===== src/rtl/uart_rx_deframer.sv =====
// uart_rx_deframer
// Receive-side UART deframer. Oversamples the serial line with BaudTick and
// detects the start bit. It then shifts in 7 or 8 data bits, an optional
// parity bit and 1 or 2 stop bits. The recovered byte is presented together
// with parity and stop status.
//
// Ports:
//   Clock       system clock, rising edge
//   Reset       asynchronous, active-low reset
//   BaudTick    one-Clock enable at OVERSAMPLE x baud rate
//   RxIn        raw serial line (idle high, asynchronous)
//   ParityType  00/11 none, 01 odd, 10 even (latched at start)
//   StopBits    0: one stop bit, 1: two stop bits (latched at start)
//   DataLength  0: 7 data bits, 1: 8 data bits (latched at start)
//   DataOut     received byte, bit7=0 in 7-bit mode
//   DataValid   one-Clock pulse per completed frame
//   ParityError parity mismatch in the frame flagged by DataValid
//   StopError   a stop bit was sampled low
//   Busy        high from start detection until back in IDLE
//
// Optional build macro RX_MAJORITY_VOTE_EN: each bit value is the 2-of-3
// majority of the last three tick samples. The window ends on the tick where
// the single-sample build decides, so frame timing is the same in both builds.
//
// State | meaning
// IDLE  | waiting for rx_s low on a tick
// START | validating the start bit at mid-bit
// DATA  | sampling 7/8 data bits at bit centre
// PARITY| sampling the parity bit
// STOP  | sampling 1/2 stop bits
// DONE  | presenting the frame for one Clock

module uart_rx_deframer #(
  parameter int OVERSAMPLE = 16,
  parameter int CNT_W      = 5
) (
  input  logic       Clock,
  input  logic       Reset,
  input  logic       BaudTick,
  input  logic       RxIn,
  input  logic [1:0] ParityType,
  input  logic       StopBits,
  input  logic       DataLength,
  output logic [7:0] DataOut,
  output logic       DataValid,
  output logic       ParityError,
  output logic       StopError,
  output logic       Busy
);

  localparam logic [CNT_W-1:0] START_MID = CNT_W'(OVERSAMPLE / 2 - 1);
  localparam logic [CNT_W-1:0] BIT_END   = CNT_W'(OVERSAMPLE - 1);

  typedef enum logic [2:0] {
    S_IDLE, S_START, S_DATA, S_PARITY, S_STOP, S_DONE
  } state_t;

  state_t           state_q;
  logic             rx_meta_q, rx_s_q;
  logic [CNT_W-1:0] cnt_q;
  logic [2:0]       bit_cnt_q;
  logic [7:0]       shift_q;
  logic [1:0]       cfg_par_q;
  logic             cfg_stop2_q, cfg_len8_q;
  logic             par_acc_q, par_err_q, stop_err_q;
  logic [7:0]       data_out_q;
  logic             data_valid_q, parity_error_q, stop_error_q, busy_q;
  logic             bit_d;
  logic             par_en_d;
  logic [CNT_W-1:0] cnt_inc_d;

  always_ff @(posedge Clock or negedge Reset) begin
    if (!Reset) begin
      rx_meta_q <= 1'b1;
      rx_s_q    <= 1'b1;
    end else begin
      rx_meta_q <= RxIn;
      rx_s_q    <= rx_meta_q;
    end
  end

`ifdef RX_MAJORITY_VOTE_EN
  // hist_q[0]/[1] hold rx_s from one and two ticks ago.
  logic [1:0] hist_q;

  always_ff @(posedge Clock or negedge Reset) begin
    if (!Reset) begin
      hist_q <= 2'b11;
    end else if (BaudTick) begin
      hist_q <= {hist_q[0], rx_s_q};
    end
  end

  assign bit_d = (hist_q[1] & hist_q[0]) | (hist_q[1] & rx_s_q) | (hist_q[0] & rx_s_q);
`else
  assign bit_d = rx_s_q;
`endif

  assign par_en_d  = cfg_par_q[1] ^ cfg_par_q[0];
  assign cnt_inc_d = cnt_q + CNT_W'(1);

  always_ff @(posedge Clock or negedge Reset) begin
    if (!Reset) begin
      state_q        <= S_IDLE;
      cnt_q          <= '0;
      bit_cnt_q      <= '0;
      shift_q        <= '0;
      cfg_par_q      <= '0;
      cfg_stop2_q    <= 1'b0;
      cfg_len8_q     <= 1'b0;
      par_acc_q      <= 1'b0;
      par_err_q      <= 1'b0;
      stop_err_q     <= 1'b0;
      data_out_q     <= '0;
      data_valid_q   <= 1'b0;
      parity_error_q <= 1'b0;
      stop_error_q   <= 1'b0;
      busy_q         <= 1'b0;
    end else begin
      data_valid_q <= 1'b0;
      if (state_q == S_DONE) begin
        // Busy stays high in the DataValid cycle and drops on the next IDLE clock.
        data_valid_q   <= 1'b1;
        data_out_q     <= cfg_len8_q ? shift_q : {1'b0, shift_q[7:1]};
        parity_error_q <= par_err_q;
        stop_error_q   <= stop_err_q;
        state_q        <= S_IDLE;
      end else if (BaudTick) begin
        case (state_q)
          S_IDLE: begin
            if (!rx_s_q) begin
              state_q     <= S_START;
              busy_q      <= 1'b1;
              cnt_q       <= '0;
              bit_cnt_q   <= '0;
              par_acc_q   <= 1'b0;
              par_err_q   <= 1'b0;
              stop_err_q  <= 1'b0;
              cfg_par_q   <= ParityType;
              cfg_stop2_q <= StopBits;
              cfg_len8_q  <= DataLength;
            end else begin
              busy_q <= 1'b0;
            end
          end
          S_START: begin
            if (cnt_q == START_MID) begin
              cnt_q <= '0;
              if (bit_d) begin
                state_q <= S_IDLE;
                busy_q  <= 1'b0;
              end else begin
                state_q <= S_DATA;
              end
            end else begin
              cnt_q <= cnt_inc_d;
            end
          end
          S_DATA: begin
            if (cnt_q == BIT_END) begin
              cnt_q     <= '0;
              shift_q   <= {bit_d, shift_q[7:1]};
              par_acc_q <= par_acc_q ^ bit_d;
              if (bit_cnt_q == {2'b11, cfg_len8_q}) begin
                bit_cnt_q <= '0;
                state_q   <= par_en_d ? S_PARITY : S_STOP;
              end else begin
                bit_cnt_q <= bit_cnt_q + 3'd1;
              end
            end else begin
              cnt_q <= cnt_inc_d;
            end
          end
          S_PARITY: begin
            if (cnt_q == BIT_END) begin
              cnt_q <= '0;
              // cfg_par_q[0] set means odd: total ones must be odd.
              par_err_q <= (par_acc_q ^ bit_d) ^ cfg_par_q[0];
              state_q   <= S_STOP;
            end else begin
              cnt_q <= cnt_inc_d;
            end
          end
          S_STOP: begin
            if (cnt_q == BIT_END) begin
              cnt_q <= '0;
              if (!bit_d) stop_err_q <= 1'b1;
              if (!cfg_stop2_q || bit_cnt_q[0]) begin
                state_q <= S_DONE;
              end else begin
                bit_cnt_q <= 3'd1;
              end
            end else begin
              cnt_q <= cnt_inc_d;
            end
          end
          default: state_q <= S_IDLE;
        endcase
      end else if (state_q == S_IDLE) begin
        busy_q <= 1'b0;
      end
    end
  end

  assign DataOut     = data_out_q;
  assign DataValid   = data_valid_q;
  assign ParityError = parity_error_q;
  assign StopError   = stop_error_q;
  assign Busy        = busy_q;

endmodule


===== config.mk =====
export PLATFORM = sky130hd
export DESIGN_NAME = uart_rx_deframer
export DESIGN_NICKNAME = d
export VERILOG_FILES = /design/src/rtl/uart_rx_deframer.sv
export SDC_FILE = /design/constraint.sdc
export NUM_CORES = 1
export LEC_CHECK = 0
export ABC_CLOCK_PERIOD_IN_PS = 1900
export BUFFER_PORTS_ARGS = -buffer_cell sky130_fd_sc_hd__buf_2
export CAP_MARGIN = 20
export CORE_ASPECT_RATIO = 1.1
export CORE_MARGIN = 10
export CORE_UTILIZATION = 40
export DETAILED_ROUTE_END_ITERATION = 16
export GPL_ROUTABILITY_DRIVEN = 1
export SLEW_MARGIN = 20
export SYNTH_ARGS = -nofsm -noshare
export SYNTH_HDL_FRONTEND = slang
export SYNTH_SLANG_ARGS = --single-unit

===== constraint.sdc =====
create_clock -name Clock -period 1.9 [get_ports Clock]
set_input_delay 0.095 -clock Clock [delete_from_list [all_inputs] [get_ports Clock]]
set_output_delay 0.095 -clock Clock [all_outputs]
set_load 0.005 [all_outputs]

# == Word level (Yosys, flattened, before mapping) ==
# Cells that the tools add are included.
# op_classes
n_mux,38
n_eq_ne,23
bitwise_logic,5
reduce_logical,21
add_sub_neg,2
# op_table
operator,n
$mux W3,15
$ne A3 B3 Y1 const B,9
$mux W5,3
$pmux W3 S5,1
$pmux W5 S3,1
$reduce_and A5 Y1,3
$ne A2 B2 Y1 const B,6
$reduce_and A4 Y1,3
$reduce_bool A2 Y1,6
$mux W1,11
$pmux W3 S3,1
$mux W8,1
$pmux W1 S2,4
$reduce_and A8 Y1,1
$reduce_and A7 Y1,1
$eq A3 B2 Y1 const B,2
$eq A3 B3 Y1 const B,2
$reduce_and A6 Y1,1
$reduce_bool A3 Y1,2
$add A5 B1 Y5 const B,1
$eq A5 B3 Y1 const B,1
$eq A5 B4 Y1 const B,1
$add A3 B1 Y3 const B,1
$eq A3 B1 Y1 const B,1
8 further kinds,11
# word_totals
ff_bits,40
out_inout_bits,12
word_cells,106

# == Logic depth before layout (Yosys ltp) ==
# Gate-level depths: netlist of run 1.
# depth
depth_word,7
ltp_mapped,7
depth_no_buf,7

# == Least setup slack after synthesis of run 1 ==
# OpenSTA, ideal clock, no wires.
# synth_path
kind,register to register
startpoint,reg cnt_q[0]
endpoint,reg cnt_q[3]
slack_ns,0.258
n_path_buf,0
arrival_time_ns,1.562
stages_incl_launch_ff,6
synth_period_minus_slack_ns,1.642
setup_ns,0.080
required_ns,1.820
path_cell_list,dfrtp_1 -> ha_1 -> and4bb_1 -> or3_1 -> a311o_1 -> o211ai_2
# synth_between
elab_chain_cells,3
# synth_rtl
item,line_no,source
start: declaration,60,logic [CNT_W-1:0] cnt_q;
start signal: assignment,156,cnt_q <= cnt_inc_d;
start signal: assignment,171,cnt_q <= cnt_inc_d;
start signal: assignment,181,cnt_q <= cnt_inc_d;
"$add A5 B1 Y5, or another cell as far along",100,assign cnt_inc_d = cnt_q + CNT_W'(1);
$mux W5 (on tied branches),-,
$pmux W5 S3 (*),129,case (state_q)
# Mark *: on every way between the ends. The rest lies on a longest branch, timed or not.
# A chain may end at the register's enable or synchronous reset.

# == Worst setup path after layout of run 1 ==
# layout_path
startpoint,reg cnt_q[0]
endpoint,reg cnt_q[1]
# Same word-level chain as after synthesis.

==> impl_metrics.csv, run 1 <==
group,metric,value,unit
outcome,outcome,"finished clean",
route,drtPass1Iterations,4,
global_route,grt_antenna_before_repair,0,
synthesis,synth_edf_count,0,
synthesis,synthCells,200,
global_route,grt_pass1_wl,8140,um
synthesis,yosysSeqAreaShare,46.1,%
sta,rsz0062_at_grt,"false",
synthesis,synthArstFlopShare,100,%
synthesis,synth_ff_type,"dfrtp_1",
finish,final_common_cell,"dfrtp_1",
global_route,gr-total-overflow,0,
sta,final_max_slew_viol_count,0,
setup_path,rr_worst_depth,5,
sta,final-hold-violation-count,0,
finish,antenna_cells,0,
global_route,gr-usage-met1,13.9,%
sta,finalCritPeriodShare,90.7,%
placed_design,pre_cts_slack,101,ps
global_route,grt_util_all_layers,11.1,%
sta,clock_skew,5.58,ps
clock_tree,cts_made_buffers,5,
sta,max_clock_freq,580,MHz
synthesis,synth_seq_cells,40,
setup_path,crit_required,2110,ps
synthesis,avgSynthCellArea,10.9,um2
global_route,grt-busiest-layer,"met2",
finish,drive_gt1_share,27.2,%
setup_path,critPathMaxFanout,4,
global_route,grt_start_max_net_pins,22,
clock_tree,tritoncts,"yes",
sta,fin_hold_ws,22.1,ps
sta,fin_crit,1720,ps
floorplan,rows,28,
global_route,met2_usage,17.3,%
floorplan,dieArea,0.00879,mm2
sta,worstMarginPinSlew,498,ps
hold_path,hold_depth,2,
setup_path,arrival,1930,ps
global_route,grt_pass1_vias,1616,
hold_path,hold_class,"input port to register",
sta,setup_viol,0,
setup_path,cp-end-kind,"register",
route,routed_wl,4610,um
clock_tree,path_clk_slew,80,ps
clock_tree,insertion_delay,300,ps
clock_tree,cts.sinks,40,
synthesis,synth.distinct_cells,56,
placed_design,io_buffers,19,
setup_path,worst-setup-path-type,"register to register",
floorplan,start_util,40.9,%
setup_path,slowest_delay,410,ps
setup_path,path_cells,"ha_1 -> and4bb_1 -> or3_1 -> and3_4 -> o31ai_4",
sta,setup_slack,177,ps
sta,tns,0,ps
setup_path,cpMaxStageDelayCell,"dfrtp_1",
clock_tree,cts_root_buf,"clkbuf_8",
power_and_ir_drop,ir_drop,0.825,mV
flow_run,maxCapViolations,0,
clock_tree,clockBufferDepth,2,
clock_tree,h-tree-depth,2,
power_and_ir_drop,p_leak,0.00116,uW
route,vias_per_cell,5.21,
finish,fill_cells,531,
floorplan,die_w,90.3,um
setup_path,start_kind,"register",
floorplan,core,0.00533,mm2
synthesis,synth_nets,211,
global_route,gr-usage-met3,2.63,%
finish,final_cell_mix,"dfrtp_1, buf_2, nor2_1, a21oi_1",
sta,relSlewSlack,66.8,%
route,drc,0,
clock_tree,cts_setup_buffers,0,
floorplan,io_pins,20,
power_and_ir_drop,powerDensity,1310,mW/mm2
finish,syn_to_final_growth,19.4,%
synthesis,yosys_warnings,0,
route,dr_total_vias,1601,
route,drt.antenna.violating_nets,0,
route,wl_per_cell,15.0,um
placed_design,hpwlAfterDp,3410,um
floorplan,die-height,97.4,um
finish,final_nets,243,
synthesis,netlist_area,0.00218,mm2
placed_design,gp_congestion,0.826,
route,drt_iter0_markers,68,
power by group:
part / internal (uW) / switching [uW] / total, uW
clock: 517 / 297 / 814
sequential: 1060 / 193 / 1250
combinational: 646 / 696 / 1340
layer usage:
layer	share of wire [%]	wire length, um
met1	46	2130
met2	47	2170
met3	4.2	194
met4	2.5	117
met5	0	0
kinds of logic after synthesis:
group | Yosys count | synth area share, %
adders and majority gates | 3 | 1.73
buffers and inverters | 18 | 4.26
xor gates and xnor gates | 5 | 2.01
and+or+nand+nor | 66 | 18.8
AOI/OAI and AO/OA | 47 | 16.4
DFF | 40 | 46.1
muxes | 21 | 10.6
metrics by stage:
stage / cell area [um2] / util (%) / cells / power [uW]
after global routing: 2600 / 48.8 / 307 / 3670
after global placement: 2450 / 46.0 / 298 / 2580
final: 2600 / 48.8 / 307 / 3410
after CTS: 2600 / 48.8 / 307 / 3440
after detailed placement: 2450 / 46.0 / 298 / 2610
after floorplan: 2180 / - / 200 / 2160
path summary, 6_finish.rpt:
check                      startpoint    endpoint  slack (ps)
min                        DataLength  cfg_len8_q          20
max reg2reg                  cnt_q[0]    cnt_q[1]         180
min reg2reg                 rx_meta_q       bit_d         360
max in group asynchronous       Reset       bit_d        1040
max                          cnt_q[0]    cnt_q[1]         180
min in group asynchronous       Reset  state_q[1]         300
registers in the layout, summed over array words and instances, names as in the netlist:
name / flops
cfg_stop2_q: 1
shift_q: 8
StopError: 1
DataOut: 8
bit_cnt_q: 3
state_q: 3
par_err_q: 1
ParityError: 1
par_acc_q: 1
bit_d: 1
DataValid: 1
Busy: 1
stop_err_q: 1
rx_meta_q: 1
cfg_par_q: 2
cnt_q: 5
cfg_len8_q: 1
worst max-delay path, delay by kind of cell (launching register included):
| family | cells | cell delay [ps] |
|---|---|---|
| adder cells (fa/ha/maj) | 1 | 240 |
| AND/OR/NAND/NOR | 3 | 820 |
| AO/OA/AOI/OAI | 1 | 170 |
| flip-flops | 1 | 410 |
cells in the mapped netlist, types with 3 or more instances:
cell type / n / area share, %
nor2b_1: 3 / 0.86
nand4_1: 3 / 0.86
o21ai_1: 5 / 1.1
ha_1: 3 / 1.7
mux2_1: 7 / 3.6
nand3_1: 8 / 1.8
buf_2: 8 / 1.8
or2_1: 3 / 0.86
inv_1: 7 / 1.2
nand2_1: 12 / 2.1
mux2i_1: 7 / 3.2
dfrtp_1: 38 / 44
a41oi_1: 3 / 1.2
nor2_1: 13 / 2.2
mux2_2: 6 / 3.1
nand2b_1: 3 / 0.86
o21ai_0: 9 / 2.1
xnor2_1: 4 / 1.6
o31ai_1: 3 / 1.0
a21oi_1: 13 / 3.0
cell type report:
cell class / instances / area [um2] / area share (%)
Multi-Input combinational cell: 142 / 1080 / 41.6
Sequential cell: 40 / 1000 / 38.6
Timing Repair Buffer: 36 / 265 / 10.2
Tap cell: 75 / 93.8 / 3.61
Clock buffer: 5 / 68.8 / 2.65
Clock inverter: 2 / 60.1 / 2.31
Inverter: 7 / 26.3 / 1.01
repair_timing:
item,CTS,global route
hold buffers,2,0
resized for setup,0,1
endpoints found under the hold margin,20,0
endpoints found under the setup margin,0,2
Power figures use the tool's default switching activity.
==> inputs of run 2 (changes only) <==
- CORE_UTILIZATION: 40 -> 54
- PLACE_DENSITY: not set -> 0.85
==> run 2 against run 1 <==
  * Flip-flop and latch count unchanged
  * First-iteration DRC count increased by 34%
  * Sequential share of layout area increased by 1.5 points
  * Wire length decreased by 2.7%
  * Setup slack got worse by 90 ps
  * Critical path depth unchanged
  * Worst hold slack improved by 7.5 ps
  * Clock skew increased by 2.3 ps
  * Critical endpoint is now bit_cnt_q[1]
  * Largest power group is now sequential cells
  * Highest routed layer unchanged
==> impl_metrics.csv, run 2 (synthesis results as in run 1) <==
group,metric,value,unit
outcome,outcome,"finished clean",
clock_tree,clockBufferDepth,2,
clock_tree,tritoncts,"yes",
setup_path,slowest_delay,420,ps
power_and_ir_drop,power_frac_clock,22.1,%
route,drt.antenna.violating_nets,0,
global_route,gr-total-overflow,0,
setup_path,start_kind,"register",
power_and_ir_drop,seqPwrFrac,39.4,%
power_and_ir_drop,powerDensity,1300,mW/mm2
floorplan,rows,24,
setup_path,cpMaxStageDelayCell,"and4b_1",
power_and_ir_drop,p_int,2050,uW
clock_tree,insertion_delay,300,ps
setup_path,critPathMaxFanout,6,
floorplan,dieArea,0.00697,mm2
sta,worstMarginPinSlew,517,ps
clock_tree,cts_root_buf,"clkbuf_8",
sta,max_clock_freq,551,MHz
placed_design,gp_congestion,0.876,
route,vias_per_cell,5.87,
finish,final_common_cell,"dfrtp_1",
global_route,grt_pass1_wl,7650,um
setup_path,worst-setup-path-type,"register to register",
sta,tns,0,ps
power_and_ir_drop,p_sw_share,36.9,%
sta,relSlewSlack,65.5,%
clock_tree,h-tree-depth,2,
sta,final-hold-violation-count,0,
power_and_ir_drop,switching_power,1200,uW
sta,clock_skew,7.85,ps
clock_tree,cts.sinks,40,
global_route,grt_antenna_before_repair,0,
finish,drive_gt1_share,25.8,%
sta,finalCritPeriodShare,95.4,%
finish,final_cell_mix,"dfrtp_1, buf_2, nor2_1, a21oi_1, nand2_1",
clock_tree,cts-resized-gates,0,
sta,setup_viol,0,
floorplan,start_util,55.3,%
route,drt_iter0_markers,91,
finish,fill_cells,300,
placed_design,io_buffers,19,
sta,fin_crit,1810,ps
route,wl_per_cell,15.9,um
route,routed_wl,4480,um
route,drtPass1Iterations,4,
floorplan,core,0.00393,mm2
clock_tree,path_clk_slew,80,ps
finish,final_nets,239,
global_route,grt_start_max_net_pins,17,
flow_run,maxCapViolations,0,
finish,postLayoutCoreUtil,63.5,%
finish,antenna_cells,0,
clock_tree,cts_made_buffers,5,
route,dr_total_vias,1649,
setup_path,crit_required,2080,ps
floorplan,die_w,80.5,um
hold_path,hold_class,"input port to register",
floorplan,io_pins,20,
power_and_ir_drop,ir_drop,0.749,mV
global_route,grt_pass1_vias,1686,
setup_path,cp-end-kind,"register",
setup_path,path_cells,"ha_1 -> and4b_1 -> o2111ai_4 -> and2_4 -> mux2_4",
floorplan,die-height,86.6,um
sta,rsz0062_at_grt,"false",
power_and_ir_drop,combinationalPowerShare,38.5,%
power_and_ir_drop,p_leak,0.00113,uW
sta,final_max_slew_viol_count,0,
route,drc,0,
setup_path,arrival,2000,ps
global_route,grt_util_all_layers,13.6,%
finish,syn_to_final_growth,14.9,%
placed_design,hpwlAfterDp,3210,um
run 2: worst paths after layout:
| path | start | end | slack, ps | cells past startpoint |
|---|---|---|---|---|
| max reg2reg | cnt_q[0] | bit_cnt_q[1] | 90 | 5 |
| min in group asynchronous | Reset | cnt_q[0] | 180 | 2 |
| min | ParityType[0] | cfg_par_q[0] | 30 | 2 |
| min reg2reg | rx_meta_q | bit_d | 360 | 0 |
| max | cnt_q[0] | bit_cnt_q[1] | 90 | 5 |
| max in group asynchronous | Reset | rx_meta_q | 1180 | 3 |
run 2: area by class of cell:
| cell class | instances | area (um2) | share of cell area, % |
|---|---|---|---|
| clock inverter | 3 | 46.3 | 1.85 |
| clock buffer | 5 | 68.8 | 2.75 |
| tap | 52 | 65.1 | 2.60 |
| inverter | 7 | 26.3 | 1.05 |
| timing repair buffer | 32 | 210 | 8.41 |
| multi-input combinational | 142 | 1080 | 43.2 |
| sequential | 40 | 1000 | 40.1 |
run 2: layer usage:
metal / up-vias / GRT usage, % / wire length [um]
met1: 801 / 16.8 / 1980
met5: - / 0 / 0
met3: 7 / 4.24 / 224
met2: 47 / 21.5 / 2220
li1: 794 / - / -
met4: 0 / 5.13 / 55
run 2: power by group through the flow:
| stage | clock [uW] | combinational (uW) | sequential, uW |
|---|---|---|---|
| 6_report | 716 | 1250 | 1280 |
| 5_1_grt | 760 | 1390 | 1320 |
| 4_1_cts | 727 | 1260 | 1280 |
| 3_5_place_dp | 0 | 1250 | 1290 |
| 3_3_place_gp | 0 | 1210 | 1270 |
| 2_1_floorplan | 0 | 950 | 1210 |
run 2: metrics by stage:
stage | hold WS [ps] | power [uW] | setup WS [ps] | std cells | instance area (um2)
6_report | 29.5 | 3240 | 86.7 | 281 | 2500
3_3_place_gp | -37.8 | 2480 | 196 | 271 | 2360
4_1_cts | 32.0 | 3260 | 94.7 | 281 | 2500
3_5_place_dp | -32.7 | 2540 | 121 | 271 | 2360
2_1_floorplan | -201 | 2160 | 258 | 200 | 2180
5_1_grt | 26.9 | 3460 | 0.222 | 281 | 2500
run 2: worst max-delay path, delay by kind of cell, from the launching register on:
kind | cells | cell delay [ps]
DFF | 1 | 390
adders and majority gates | 1 | 210
muxes | 1 | 290
AOI/OAI and AO/OA | 1 | 170
and+or+nand+nor | 2 | 630
run 2: what timing repair did:
item,4_1_cts,5_1_grt
buffers inserted,0,0
endpoints found under the hold margin,39,0
hold buffers,2,0
